## config.mk

```make
export PLATFORM = sky130hd
export DESIGN_NAME = uc
export DESIGN_NICKNAME = d
export VERILOG_FILES = /design/src/rtl/uc_pkg.sv /design/src/rtl/uc_decoder.sv /design/src/rtl/uc.sv
export SDC_FILE = /design/constraint.sdc
export NUM_CORES = 1
export LEC_CHECK = 0
export BUFFER_PORTS_ARGS = -buffer_cell sky130_fd_sc_hd__buf_2
export CELL_PAD_IN_SITES_DETAIL_PLACEMENT = 2
export CELL_PAD_IN_SITES_GLOBAL_PLACEMENT = 2
export CORE_MARGIN = 10
export CORE_UTILIZATION = 14
export CTS_CLUSTER_DIAMETER = 100
export DETAILED_ROUTE_END_ITERATION = 10
export MAX_ROUTING_LAYER = met4
export PLACE_DENSITY_LB_ADDON = 0.1
export REMOVE_ABC_BUFFERS = 1
export SKIP_LAST_GASP = 1
export SYNTH_ARGS = -nofsm -noshare
export SYNTH_HDL_FRONTEND = slang
export SYNTH_SLANG_ARGS = --single-unit
```

## constraint.sdc

```tcl
create_clock -name clk -period 1.5 [get_ports clk]
set_clock_uncertainty 0.05 [all_clocks]
set_input_delay 0.15 -clock clk [delete_from_list [all_inputs] [get_ports clk]]
set_output_delay 0.15 -clock clk [all_outputs]
set_load 0.02 [all_outputs]
```

## src/rtl/uc_pkg.sv

```systemverilog
// -----------------------------------------------------------------------------
// uc_pkg
// Shared definitions for the microc control unit:
//   - opcode class prefixes and full control opcodes
//   - ALU operation code used when no ALU operation is requested
//   - run-control state encoding
//   - decoded control bundle passed from uc_decoder to uc
// No ports (package).
// -----------------------------------------------------------------------------
package uc_pkg;

    // Opcode class prefixes (opcode[5:3])
    localparam logic [2:0] CLS_ALU_REG = 3'b000;
    localparam logic [2:0] CLS_ALU_IMM = 3'b001;
    localparam logic [2:0] CLS_CTRL    = 3'b010;

    // Control-flow opcodes (full 6-bit encodings)
    localparam logic [5:0] OP_J    = 6'b010000;
    localparam logic [5:0] OP_JZ   = 6'b010001;
    localparam logic [5:0] OP_JNZ  = 6'b010010;
    localparam logic [5:0] OP_NOP  = 6'b010011;
    localparam logic [5:0] OP_HALT = 6'b010100;

    // ALU operation codes: the ALU-class opcodes carry the operation in
    // opcode[2:0]; ALU_OP_NONE is driven whenever no ALU result is written.
    localparam logic [2:0] ALU_OP_NONE = 3'b000;
    localparam int         ALU_OP_W    = 3;

    // Run-control states
    typedef enum logic [1:0] {
        ST_IDLE = 2'd0,
        ST_RUN  = 2'd1,
        ST_HALT = 2'd2,
        ST_TRAP = 2'd3
    } uc_state_e;

    // Raw decoded controls, before run-state gating
    typedef struct packed {
        logic                s_inc;
        logic                s_inm;
        logic                we;
        logic                wez;
        logic [ALU_OP_W-1:0] alu_op;
        logic                is_halt;
        logic                illegal;
    } uc_ctrl_t;

    // Fully inactive bundle: frozen PC on the jump target, no writes.
    localparam uc_ctrl_t CTRL_INACTIVE = '{
        s_inc:   1'b0,
        s_inm:   1'b0,
        we:      1'b0,
        wez:     1'b0,
        alu_op:  ALU_OP_NONE,
        is_halt: 1'b0,
        illegal: 1'b0
    };

    // Opcode class extraction
    function automatic logic [2:0] op_class(input logic [5:0] op);
        return op[5:3];
    endfunction

endpackage

```

## src/rtl/uc_decoder.sv

```systemverilog
// -----------------------------------------------------------------------------
// uc_decoder
// Purely combinational opcode decoder for the microc control unit.
// Ports:
//   opcode  in  6   instruction opcode from the datapath
//   zero    in  1   registered zero flag from the datapath
//   ctrl    out     raw control bundle (s_inc, s_inm, we, wez, alu_op,
//                   is_halt, illegal); not gated by run state
// -----------------------------------------------------------------------------
module uc_decoder
    import uc_pkg::*;
(
    input  logic [5:0] opcode,
    input  logic       zero,
    output uc_ctrl_t   ctrl
);

    uc_ctrl_t ctrl_s;

    // Decode opcode classes; anything not matched stays flagged illegal.
    always_comb begin
        ctrl_s         = CTRL_INACTIVE;
        ctrl_s.illegal = 1'b1;
        case (op_class(opcode))
            CLS_ALU_REG: begin
                ctrl_s.s_inc   = 1'b1;
                ctrl_s.s_inm   = 1'b0;
                ctrl_s.we      = 1'b1;
                ctrl_s.wez     = 1'b1;
                ctrl_s.alu_op  = opcode[2:0];
                ctrl_s.illegal = 1'b0;
            end
            CLS_ALU_IMM: begin
                ctrl_s.s_inc   = 1'b1;
                ctrl_s.s_inm   = 1'b1;
                ctrl_s.we      = 1'b1;
                ctrl_s.wez     = 1'b1;
                ctrl_s.alu_op  = opcode[2:0];
                ctrl_s.illegal = 1'b0;
            end
            CLS_CTRL: begin
                case (opcode)
                    OP_J: begin
                        ctrl_s.s_inc   = 1'b0;
                        ctrl_s.illegal = 1'b0;
                    end
                    OP_JZ: begin
                        // Take the branch (load target) when the flag is set.
                        ctrl_s.s_inc   = ~zero;
                        ctrl_s.illegal = 1'b0;
                    end
                    OP_JNZ: begin
                        ctrl_s.s_inc   = zero;
                        ctrl_s.illegal = 1'b0;
                    end
                    OP_NOP: begin
                        ctrl_s.s_inc   = 1'b1;
                        ctrl_s.illegal = 1'b0;
                    end
                    OP_HALT: begin
                        // Same datapath effect as J: the assembler points the
                        // target at this instruction, so the PC self-loops.
                        ctrl_s.s_inc   = 1'b0;
                        ctrl_s.is_halt = 1'b1;
                        ctrl_s.illegal = 1'b0;
                    end
                    default: begin
                        ctrl_s.illegal = 1'b1;
                    end
                endcase
            end
            default: begin
                ctrl_s.illegal = 1'b1;
            end
        endcase
    end

    assign ctrl = ctrl_s;

endmodule

```

## src/rtl/uc.sv

```systemverilog
// -----------------------------------------------------------------------------
// uc
// Control unit for the microc single-cycle datapath. Decodes the opcode
// combinationally (zero decode latency) and gates the controls through a
// run-control state machine: IDLE -> RUN on start; RUN -> HALT on the HALT
// opcode; RUN -> TRAP on an illegal opcode. HALT and TRAP are left only by
// reset. Outside RUN, and on an illegal opcode, all controls are 0, which
// freezes the datapath on the current jump target.
//
// Optional feature macro: UC_PERF_EN
//   When defined, adds the `retired` port: a CNT_W-bit counter of legal
//   instructions executed in RUN (the HALT instruction included); wraps and
//   holds outside RUN.
//
// Ports:
//   clk      in   1      system clock, rising edge
//   reset    in   1      asynchronous active-low reset
//   start    in   1      start pulse, IDLE -> RUN
//   opcode   in   6      instruction opcode
//   zero     in   1      datapath zero flag
//   s_inc    out  1      1 = PC+1, 0 = load jump target
//   s_inm    out  1      1 = immediate operand
//   we       out  1      register-file write enable
//   wez      out  1      zero-flag write enable
//   alu_op   out  3      ALU operation
//   running  out  1      state is RUN
//   halted   out  1      state is HALT
//   trap     out  1      state is TRAP
//   retired  out  CNT_W  retired-instruction count (UC_PERF_EN only)
// -----------------------------------------------------------------------------
module uc
    import uc_pkg::*;
#(
    parameter int CNT_W = 16
) (
    input  logic             clk,
    input  logic             reset,
    input  logic             start,
    input  logic [5:0]       opcode,
    input  logic             zero,
    output logic             s_inc,
    output logic             s_inm,
    output logic             we,
    output logic             wez,
    output logic [2:0]       alu_op,
    output logic             running,
    output logic             halted,
    output logic             trap
`ifdef UC_PERF_EN
    ,
    output logic [CNT_W-1:0] retired
`endif
);

    uc_state_e state_r;
    uc_ctrl_t  ctrl_s;
    logic      run_s;
    logic      exec_s;

    uc_decoder u_decoder (
        .opcode (opcode),
        .zero   (zero),
        .ctrl   (ctrl_s)
    );

    assign run_s  = (state_r == ST_RUN);
    // An instruction executes only in RUN and only if it decoded as legal.
    assign exec_s = run_s & ~ctrl_s.illegal;

    // Run-control state machine; HALT and TRAP are absorbing until reset.
    always_ff @(posedge clk or negedge reset) begin
        if (!reset) begin
            state_r <= ST_IDLE;
        end else begin
            case (state_r)
                ST_IDLE: begin
                    if (start) begin
                        state_r <= ST_RUN;
                    end else begin
                        state_r <= ST_IDLE;
                    end
                end
                ST_RUN: begin
                    if (ctrl_s.illegal) begin
                        state_r <= ST_TRAP;
                    end else if (ctrl_s.is_halt) begin
                        state_r <= ST_HALT;
                    end else begin
                        state_r <= ST_RUN;
                    end
                end
                ST_HALT: state_r <= ST_HALT;
                ST_TRAP: state_r <= ST_TRAP;
                default: state_r <= ST_IDLE;
            endcase
        end
    end

    // Gate the decoded controls; inactive means frozen PC and no writes.
    always_comb begin
        s_inc  = 1'b0;
        s_inm  = 1'b0;
        we     = 1'b0;
        wez    = 1'b0;
        alu_op = ALU_OP_NONE;
        if (exec_s) begin
            s_inc  = ctrl_s.s_inc;
            s_inm  = ctrl_s.s_inm;
            we     = ctrl_s.we;
            wez    = ctrl_s.wez;
            alu_op = ctrl_s.alu_op;
        end else begin
            s_inc  = 1'b0;
            s_inm  = 1'b0;
            we     = 1'b0;
            wez    = 1'b0;
            alu_op = ALU_OP_NONE;
        end
    end

    assign running = (state_r == ST_RUN);
    assign halted  = (state_r == ST_HALT);
    assign trap    = (state_r == ST_TRAP);

`ifdef UC_PERF_EN
    logic [CNT_W-1:0] retired_r;

    // Retired-instruction counter: +1 per executed instruction, natural wrap.
    always_ff @(posedge clk or negedge reset) begin
        if (!reset) begin
            retired_r <= '0;
        end else if (exec_s) begin
            retired_r <= retired_r + {{(CNT_W-1){1'b0}}, 1'b1};
        end else begin
            retired_r <= retired_r;
        end
    end

    assign retired = retired_r;
`endif

endmodule
```

==> results of run 1 <==
repair_timing:
action,in CTS,in global routing
buffers inserted,0,1
gates resized for setup,11,2
hold buffers,1,0
hold endpoints to repair,2,0
endpoints found under the setup margin,6,7
pin swaps,1,2
power breakdown:
group	total [mW]	switching, mW	internal [mW]	leakage, nW
clock network	0.117	0.0293	0.0882	0.0138
registers	0.0589	0.00151	0.0574	0.0193
logic	0.0604	0.0300	0.0305	0.157
total	0.237	0.0607	0.176	0.190
worst max-delay path, cell delays in order, from the launching register on:
cell and delay [ns]:
dfrtp_1 0.36, or3b_4 0.39, nor2_4 0.14, and2_1 0.16, buf_6 0.12
area by class of cell:
| class | count | area, um^2 |
|---|---|---|
| multi-input combinational | 20 | 144 |
| tap | 15 | 18.8 |
| sequential | 2 | 50.0 |
| timing repair buffer | 23 | 158 |
| fill | 164 | 908 |
| clock buffer | 3 | 22.5 |
per-stage QoR:
stage	TNS (ns)	hold slack [ns]	worst slack, ns	instance area, um^2
floorplan	-0.781	-0.196	-0.195	184
global placement	0	-0.114	0.109	313
detailed placement	0	-0.114	0.0531	313
CTS	-0.545	0.0923	-0.122	380
global route	-0.873	0.114	-0.168	393
finish	-0.397	0.0972	-0.0870	393
cell families after synthesis:
logic type	share of synthesized area
flops	0.261
simple gates	0.510
compound gates	0.137
buf+inv	0.0392
mux	0.0523
worst paths after layout:
check,endpoint,cells past startpoint,slack [ns],startpoint
max in group asynchronous,state_r[1]$_DFF_PN0_,2,1.11,reset
worst min-delay path,state_r[0]$_DFF_PN0_,2,0.1,start
worst max register to register,state_r[0]$_DFF_PN0_,4,0.21,state_r[1]$_DFF_PN0_
worst min register to register,state_r[1]$_DFF_PN0_,2,0.56,state_r[1]$_DFF_PN0_
min in group asynchronous,state_r[0]$_DFF_PN0_,2,0.19,reset
worst max-delay path,alu_op[2],4,-0.09,state_r[1]$_DFF_PN0_
layer usage:
layer	track usage	vias to the layer above	share of wire
met5	-	-	0
met4	0.0302	0	0
met3	0.0221	0	0.057
met2	0.0930	9	0.55
met1	0.0554	127	0.40
li1	-	131	-
==> implementation parameters, run 1 <==
Parameter                              Value

Clock network
  CTS Root Cell ... clkbuf_4
  Number of buffers created by CTS ... 3
  Clock latency on the worst-skew pair ... between 0.2 and 0.25 ns
  Reg clk slew, reported paths ... 0.03 ns
  Count of H-tree levels built during CTS ... 1
  Number of sinks driven by the clock tree ... 2
  Number of buffers on the longest clock path ... 2
  TritonCTS clock tree ... built

Synth
  Post-synth EDFFs ... 0
  Mean Syn Cell Area ... 8.32 um^2
  Cell taking the most area after synthesis ... dfrtp_1
  Number of flip-flops and latches in the synthesized netlist ... 2
  Synth cell types ... 18
  Combined area of all synthesized cells ... 191 um^2
  Area share of the leading cell type in the synthesized netlist ... 0.261
  Number of synthesis warnings ... 0
  Most frequently used cell type in the post-synthesis netlist ... and2_1
  List of most frequent post-synthesis cells ... and2_1 (4), dfrtp_1 (2), nor2_1 (2)
  Synth Flop Type ... dfrtp_1
  Largest cells by area after synthesis ... dfrtp_1 (26%), and2_1 (13%), mux2i_1 (5.2%)
  Cell count after synthesis ... 23
  Post-synthesis async set-or-reset flop share ... 1.00
  Post-synthesis sequential area ratio ... 0.261

Detailed routing
  Routed length per instance ... between 10 and 15 um
  Total via count in the routed design ... roughly 270
  Vias per inst ... ~4.2
  Remaining antenna violation count after routing ... 0
  First-pass iteration count of the detailed router ... 2
  Number of design-rule violations left by the first detailed-router iteration ... 3
  Routed WL ... 855 um
  DRC viols ... 0

Timing
  Total count of hold-check failures in the final report ... 0
  RSZ-0062 raised after global routing ... true
  Final critical path time including I/O delays and setup ... between 1.5 and 2 ns
  Setup slack after layout ... -0.0870 ns
  Rel. slew slack ... 0.831
  Top achievable clock speed ... around 0.63 GHz
  Final setup violating endpoints ... 6
  Post-route clock period utilization ... 1.06
  Number of max-slew violations in the final report ... 0
  Slew at the pin closest to its max-slew limit ... around 0.25 ns

Finish
  Layout Area Growth over Synthesis ... 105%
  Most frequent standard cell in the layout excluding fill and tap cells ... buf_2
  Net count reported at finish ... 60
  Final cell count without fillers ... 63
  Biggest regs ... state_r: 2 flops
  Share of the core filled with cells ... 0.302
  # diodes ... 0
  Fraction of layout instances using a drive strength above 1 ... 0.625
  Largest register FFs ... 2
  Most used cells in the layout excluding fill and tap cells ... buf_2 (13), buf_4 (5), buf_6 (4)
  Register bank with the most flops ... state_r

Floorplan
  Cell Rows ... 13
  Core area ... 1300 um^2
  I/O pin cnt ... 20
  DIE WIDTH ... 57.0 um
  Y dimension of the die ... between 50 and 60 um
  Total Die Area ... around 3200 um^2
  Initial cell density of the core ... 0.147

Pwr
  Static Leakage ... 0.190 nW
  Overall power ... between 0.2 and 0.25 mW
  IR drop worst, VDD ... 0.252 mV
  Ratio of total power to cell area ... about 600 nW/um^2

Global route
  Via count of the first global-routing pass ... slightly above 300
  GRT Total Usage ... 0.0562
  Pin count of the biggest net entering global routing ... 7
  Antenna violations before repair ... 0
  GR Overflow Total ... 0
  Wire length of the first global-routing pass ... roughly 1.4 mm

Placement
  Cell total after placement ... slightly below 60
  Port Buffers ... 19
  RD Place Congestion ... about 0.63

Status
  Status ... finished with violations
  Violations in the final reports ... negative setup slack

Setup path
  Kind of end point of the critical path ... primary output
  Worst path required time ... between 1 and 1.5 ns
  Startpoint types ... register
  Crit-path max FO ... 6
  Crit path arrival time ... 1.39 ns
  Start-to-end type of the worst setup path ... reg2out

Worst hold path
  Class of the tightest hold or removal check ... in2reg

Job
  MaxCap Viol Count ... 0
No activity file was read; power rests on OpenSTA's default activity.
==> run 2, diff against run 1 <==
==> constraint.sdc (replaced) <==
create_clock -name clk -period 1.5 [get_ports clk]
set_clock_uncertainty 0.05 [all_clocks]
set_input_delay 0.075 -clock clk [delete_from_list [all_inputs] [get_ports clk]]
set_output_delay 0.075 -clock clk [all_outputs]
set_load 0.02 [all_outputs]
==> run 2 against run 1 <==
The flow still finishes with violations (negative setup slack). Die area did not move. Final area decreased by 3.2%. First-iteration DRC count is 33% lower. Cell count is 1.6% lower. Highest routed layer unchanged. Largest power group unchanged. Non-clock buffer count decreased by 1. Register-to-register slack about the same. Sequential share of layout area grew 0.42 points.
==> implementation parameters, run 2 (synthesis gave the netlist of run 1 again) <==
Parameter                              Value

Global route
  GRT Total Usage ... 0.0562
  Pin count of the biggest net entering global routing ... 7
  GR Overflow Total ... 0
  Antenna violations before repair ... 0
  Wire length of the first global-routing pass ... roughly 1.4 mm
  Via count of the first global-routing pass ... around 310

Timing
  RSZ-0062 raised after global routing ... true
  Number of max-slew violations in the final report ... 0
  Slew at the pin closest to its max-slew limit ... between 0.2 and 0.25 ns
  Top achievable clock speed ... between 0.6 and 0.7 GHz
  Rel. slew slack ... 0.831
  Final setup violating endpoints ... 3
  Post-route clock period utilization ... 1.00
  Total count of hold-check failures in the final report ... 0
  Final critical path time including I/O delays and setup ... between 1.5 and 2 ns
  Setup slack after layout ... -0.00517 ns

Floorplan
  Core area ... roughly 1300 um^2
  Total Die Area ... ~3200 um^2
  I/O pin cnt ... 20
  DIE WIDTH ... 57.0 um
  Initial cell density of the core ... 0.147
  Y dimension of the die ... about 57 um
  Cell Rows ... 13

Setup path
  Worst path required time ... roughly 1.4 ns
  Start-to-end type of the worst setup path ... reg2out
  Path depth of the worst reg2reg path ... 4
  Beginning of the worst register-to-register path ... state_r[1]$_DFF_PN0_
  Kind of end point of the critical path ... primary output
  Register-to-register setup slack ... 0.21 ns
  Startpoint types ... register
  Crit-path max FO ... 6
  Crit path arrival time ... ~1.4 ns
  Endpoint of the worst register-to-register path ... state_r[0]$_DFF_PN0_

Finish
  Register bank with the most flops ... state_r
  Fraction of layout instances using a drive strength above 1 ... 0.617
  Most used cells in the layout excluding fill and tap cells ... buf_2 (15), buf_6 (4), and2_1 (3), clkbuf_4 (3)
  Layout Area Growth over Synthesis ... 98.7%
  Most frequent standard cell in the layout excluding fill and tap cells ... buf_2
  Biggest regs ... state_r: 2 flops
  Net count reported at finish ... 59
  # diodes ... 0
  Final cell count without fillers ... 62
  Largest register FFs ... 2
  Count of fill cells added during filler insertion ... approximately 170
  Share of the core filled with cells ... 0.292

Clock network
  Number of buffers created by CTS ... 3
  Reg clk slew, reported paths ... around 0.03 ns
  CTS Root Cell ... clkbuf_4
  Number of setup buffers added after CTS ... 0
  Number of sinks driven by the clock tree ... 2
  Number of buffers on the longest clock path ... 2
  TritonCTS clock tree ... built
  Clock latency on the worst-skew pair ... approximately 0.22 ns
  Count of H-tree levels built during CTS ... 1

Pwr
  IR drop worst, VDD ... about 0.25 mV
  Switching share of power ... 0.256
  Ratio of total power to cell area ... roughly 620 nW/um^2
  Int Pwr ... 0.176 mW
  Psw ... 0.0606 mW
  Portion of total power attributed to the clock network ... 0.496
  Static Leakage ... approximately 0.18 nW
  Relative contribution of sequential cells to total power ... 0.249
  Overall power ... 0.237 mW
  Proportion of power drawn by combinational gates ... 0.255

Detailed routing
  Routed WL ... approximately 830 um
  Remaining antenna violation count after routing ... 0
  Vias per inst ... between 4 and 5
  Total via count in the routed design ... 263
  DRC viols ... 0
  Number of design-rule violations left by the first detailed-router iteration ... 2
  First-pass iteration count of the detailed router ... 2
  Routed length per instance ... 13.4 um

Status
  Violations in the final reports ... negative setup slack
  Status ... finished with violations

Worst hold path
  Launch point of the worst hold path ... start
  WHS Endpoint ... state_r[0]$_DFF_PN0_
  Min-Delay Path Depth ... 2
  Class of the tightest hold or removal check ... in2reg

Job
  MaxCap Viol Count ... 0

Placement
  Cell total after placement ... 58
  RD Place Congestion ... 0.632
  Port Buffers ... 19
  Post-placement worst setup slack ... around 0.13 ns
-- run 2: area by class of cell --
cell class	count	area (um^2)	share of cell area
timing repair buffer	22	145	0.382
multi-input combinational	20	144	0.378
sequential	2	50.0	0.132
clock buffer	3	22.5	0.0592
tap	15	18.8	0.0493
-- run 2: what timing repair did --
| action | 4_1_cts | 5_1_grt |
|---|---|---|
| endpoints found under the hold margin | 2 | 0 |
| hold buffers | 1 | 0 |
| pin swaps | 1 | 2 |
| gates cloned | 0 | 0 |
| resized for setup | 11 | 0 |
| setup endpoints to repair | 4 | 6 |
-- run 2: layer usage --
metal | vias to the layer above | GRT usage | wire [um]
met5 | - | - | 0
met2 | 9 | 0.0930 | 448
met1 | 126 | 0.0554 | 332
met4 | 0 | 0.0302 | 0
met3 | 0 | 0.0221 | 49
li1 | 128 | - | -
-- run 2: power by group through the flow --
stage / sequential (mW) / clock [mW] / combinational, mW
CTS: 0.0590 / 0.123 / 0.0614
floorplan: 0.0609 / 0 / 0.0241
finish: 0.0589 / 0.117 / 0.0603
global route: 0.0594 / 0.128 / 0.0669
global placement: 0.0594 / 0 / 0.0565
detailed placement: 0.0595 / 0 / 0.0581
-- run 2: stage by stage --
step / hold WS [ns] / setup TNS, ns / area (um^2)
2_1_floorplan: -0.271 / -0.481 / 184
3_3_place_gp: -0.189 / 0 / 313
3_5_place_dp: -0.189 / 0 / 313
4_1_cts: 0.0173 / -0.172 / 380
5_1_grt: 0.0388 / -0.363 / 380
6_report: 0.0222 / -0.00967 / 380
-- run 2: how the worst max path moves through the flow --
stage,from,end,slack [ns],cells after the start
3_3_place_gp,state_r[1]$_DFF_PN0_,alu_op[0],0.18,4
4_1_cts,state_r[1]$_DFF_PN0_,alu_op[2],-0.05,4
6_report,state_r[1]$_DFF_PN0_,alu_op[2],-0.005,4
3_5_place_dp,state_r[1]$_DFF_PN0_,alu_op[0],0.13,4
2_1_floorplan,state_r[1]$_DFF_PN0_,alu_op[0],-0.12,3
5_1_grt,state_r[1]$_DFF_PN0_,alu_op[2],-0.1,4
-- run 2: critical path: stages, from the launching register on --
cell and delay [ns]:
dfrtp_1 0.36, or3b_4 0.39, nor2_4 0.13, and2_1 0.16, buf_6 0.12
==> run 3, diff against run 2 <==
--- a/config.mk
+++ b/config.mk
@@ -9,7 +9,7 @@
 export CELL_PAD_IN_SITES_DETAIL_PLACEMENT = 2
 export CELL_PAD_IN_SITES_GLOBAL_PLACEMENT = 2
 export CORE_MARGIN = 10
-export CORE_UTILIZATION = 14
+export CORE_UTILIZATION = 17
 export CTS_CLUSTER_DIAMETER = 100
 export DETAILED_ROUTE_END_ITERATION = 10
 export MAX_ROUTING_LAYER = met4
@@ -18,4 +18,5 @@
 export SKIP_LAST_GASP = 1
 export SYNTH_ARGS = -nofsm -noshare
 export SYNTH_HDL_FRONTEND = slang
+export SYNTH_HIERARCHICAL = 1
 export SYNTH_SLANG_ARGS = --single-unit
==> run 3 against run 2 <==
Register-to-register slack better by 0.22 ns. Largest power group unchanged. First-iteration DRC count down 100%. The flow now finishes without violations. Sequential power about the same.
==> implementation parameters, run 3 <==
Parameter                              Value

Clock network
  Number of buffers created by CTS ... 3
  Reg clk slew, reported paths ... ~0.030 ns
  Number of buffers on the longest clock path ... 2
  TritonCTS clock tree ... built
  CTS Root Cell ... clkbuf_4
  Number of sinks driven by the clock tree ... 2
  Count of H-tree levels built during CTS ... 1
  Clock latency on the worst-skew pair ... about 0.23 ns

Pwr
  Ratio of total power to cell area ... between 500 and 600 nW/um^2
  Psw ... between 0.06 and 0.07 mW
  Switching share of power ... 0.269
  Int Pwr ... between 0.15 and 0.2 mW
  Proportion of power drawn by combinational gates ... 0.228
  Relative contribution of sequential cells to total power ... 0.253
  Portion of total power attributed to the clock network ... 0.520
  Static Leakage ... 0.202 nW
  Overall power ... ~0.23 mW
  IR drop worst, VDD ... approximately 0.10 mV

Detailed routing
  DRC viols ... 0
  Routed WL ... between 1 and 1.5 mm
  Routed length per instance ... 15.5 um
  First-pass iteration count of the detailed router ... 1
  Remaining antenna violation count after routing ... 0
  Number of design-rule violations left by the first detailed-router iteration ... 0
  Total via count in the routed design ... approximately 330
  Vias per inst ... approximately 4.7

Global route
  GR Overflow Total ... 0
  Met3 Use GR ... 0.0215
  Pin count of the biggest net entering global routing ... 8
  Met2 Resource Use GR ... 0.125
  Most crowded layer after global routing ... met2
  Via count of the first global-routing pass ... 402
  Wire length of the first global-routing pass ... between 1.5 and 2 mm
  GRT Total Usage ... 0.0740
  Antenna violations before repair ... 0
  Met1 track utilization from global routing ... 0.0612

Finish
  Register cell area after layout ... ~53 um^2
  Share of the core filled with cells ... 0.309
  Register bank with the most flops ... state_r
  Net count reported at finish ... 67
  Largest register FFs ... 2
  Layout Area Growth over Synthesis ... 63.2%
  # diodes ... 0
  Biggest regs ... state_r: 2 flops
  Count of fill cells added during filler insertion ... about 170
  Most frequent standard cell in the layout excluding fill and tap cells ... buf_2
  Area occupied by multi-input gates ... between 150 and 200 um^2
  Fraction of layout instances using a drive strength above 1 ... 0.527
  Most used cells in the layout excluding fill and tap cells ... buf_2 (14), and2_1 (10), buf_4 (6)

Worst hold path
  Class of the tightest hold or removal check ... in2async

Floorplan
  Total Die Area ... 3450 um^2
  I/O pin cnt ... 20
  Cell Rows ... 13
  Y dimension of the die ... roughly 59 um
  Core area ... about 1400 um^2
  DIE WIDTH ... 58.8 um
  Initial cell density of the core ... 0.189

Setup path
  Critical path origin ... state_r[1]$_DFF_PN0_
  Kind of end point of the critical path ... primary output
  Crit-path max FO ... 7
  Beginning of the worst register-to-register path ... state_r[1]$_DFF_PN0_
  Start-to-end type of the worst setup path ... reg2out
  Worst path required time ... 1.37 ns
  Startpoint types ... register
  Crit path arrival time ... ~1.3 ns
  Path depth of the worst reg2reg path ... 2

Synth
  Post-synthesis async set-or-reset flop share ... 1.00
  Synth Flop Type ... dfrtp_1
  Most frequently used cell type in the post-synthesis netlist ... and2_1
  Largest cells by area after synthesis ... and2_1 (25%), dfrtp_1 (20%), nor3b_4 (7.4%)
  Combined area of all synthesized cells ... ~260 um^2
  List of most frequent post-synthesis cells ... and2_1 (10), and2_2 (2), dfrtp_1 (2), nand2_1 (2), nor2b_1 (2)
  Synth cell types ... 19
  Post-synthesis sequential area ratio ... 0.196
  Number of flip-flops and latches in the synthesized netlist ... 2
  Cell taking the most area after synthesis ... and2_1
  Post-synth EDFFs ... 0
  Mean Syn Cell Area ... 7.98 um^2
  Area share of the leading cell type in the synthesized netlist ... 0.245
  Number of synthesis warnings ... 6
  Cell count after synthesis ... 32

Timing
  Total count of hold-check failures in the final report ... 0
  Slew at the pin closest to its max-slew limit ... between 0.2 and 0.3 ns
  Number of max-slew violations in the final report ... 0
  Top achievable clock speed ... between 0.7 and 0.8 GHz
  Rel. slew slack ... 0.813
  Final setup violating endpoints ... 0
  Final critical path time including I/O delays and setup ... between 1 and 1.5 ns
  Post-route clock period utilization ... 0.931

Placement
  Port Buffers ... 19
  RD Place Congestion ... ~0.65
  Hpwl dp ... 890 um

Status
  Status ... finished clean

Job
  MaxCap Viol Count ... 0
==> run 3: routing by layer <==
| layer | routed length (um) | up-vias |
|---|---|---|
| met5 | 0 | - |
| met4 | 27 | 0 |
| met3 | 79 | 2 |
| met2 | 597 | 15 |
| met1 | 380 | 152 |
| li1 | - | 158 |
==> run 3: repair_timing <==
action / CTS / global route
setup buffers: 0 / 1
hold buffers: 1 / 0
endpoints found under the hold margin: 2 / 0
resized for setup: 0 / 7
endpoints found under the setup margin: 0 / 7
==> run 3: stage by stage <==
step	hold WS [ns]	setup slack [ns]	std cells	setup TNS [ns]	area, um^2
6_report	0.114	0.103	70	0	417
3_5_place_dp	-0.185	0.195	65	0	362
5_1_grt	0.127	-0.000982	70	-0.00134	417
4_1_cts	0.112	0.00715	69	0	394
2_1_floorplan	-0.271	0.462	31	0	248
3_3_place_gp	-0.192	0.229	65	0	362
==> run 3: cells by family after synthesis <==
kind of cell / share of synthesized area
AO/OA/AOI/OAI: 0.132
multiplexers: 0.0392
flip-flops: 0.196
AND/OR/NAND/NOR: 0.603
buffers and inverters: 0.0294
==> run 3: final timing paths <==
check / endpoint / slack [ns]
max: alu_op[0] / 0.10
min: state_r[1]$_DFF_PN0_ / 0.11
max reg2reg: state_r[0]$_DFF_PN0_ / 0.43
min reg2reg: state_r[0]$_DFF_PN0_ / 0.53
max in group asynchronous: state_r[0]$_DFF_PN0_ / 1.17
min in group clk: state_r[0]$_DFF_PN0_ / 0.20
==> run 3: critical path, stage by stage, from the launching register on <==
cell and delay (ns):
dfrtp_2 0.42, nor3b_4 0.30, and2_1 0.16, buf_2 0.16
==> run 3: area by class of cell <==
type / instances / area share
Timing Repair Buffer: 21 / 0.300
Sequential cell: 2 / 0.126
Tap cell: 15 / 0.0450
Multi-Input combinational cell: 29 / 0.474
Clock buffer: 3 / 0.0541
==> run 3: power groups by stage <==
| stage | logic [mW] | registers (mW) | clock network (mW) |
|---|---|---|---|
| after CTS | 0.0547 | 0.0589 | 0.130 |
| after global placement | 0.0493 | 0.0593 | 0 |
| after global routing | 0.0609 | 0.0599 | 0.139 |
| after detailed placement | 0.0521 | 0.0595 | 0 |
| after floorplan | 0.0256 | 0.0586 | 0 |
| final | 0.0533 | 0.0592 | 0.122 |
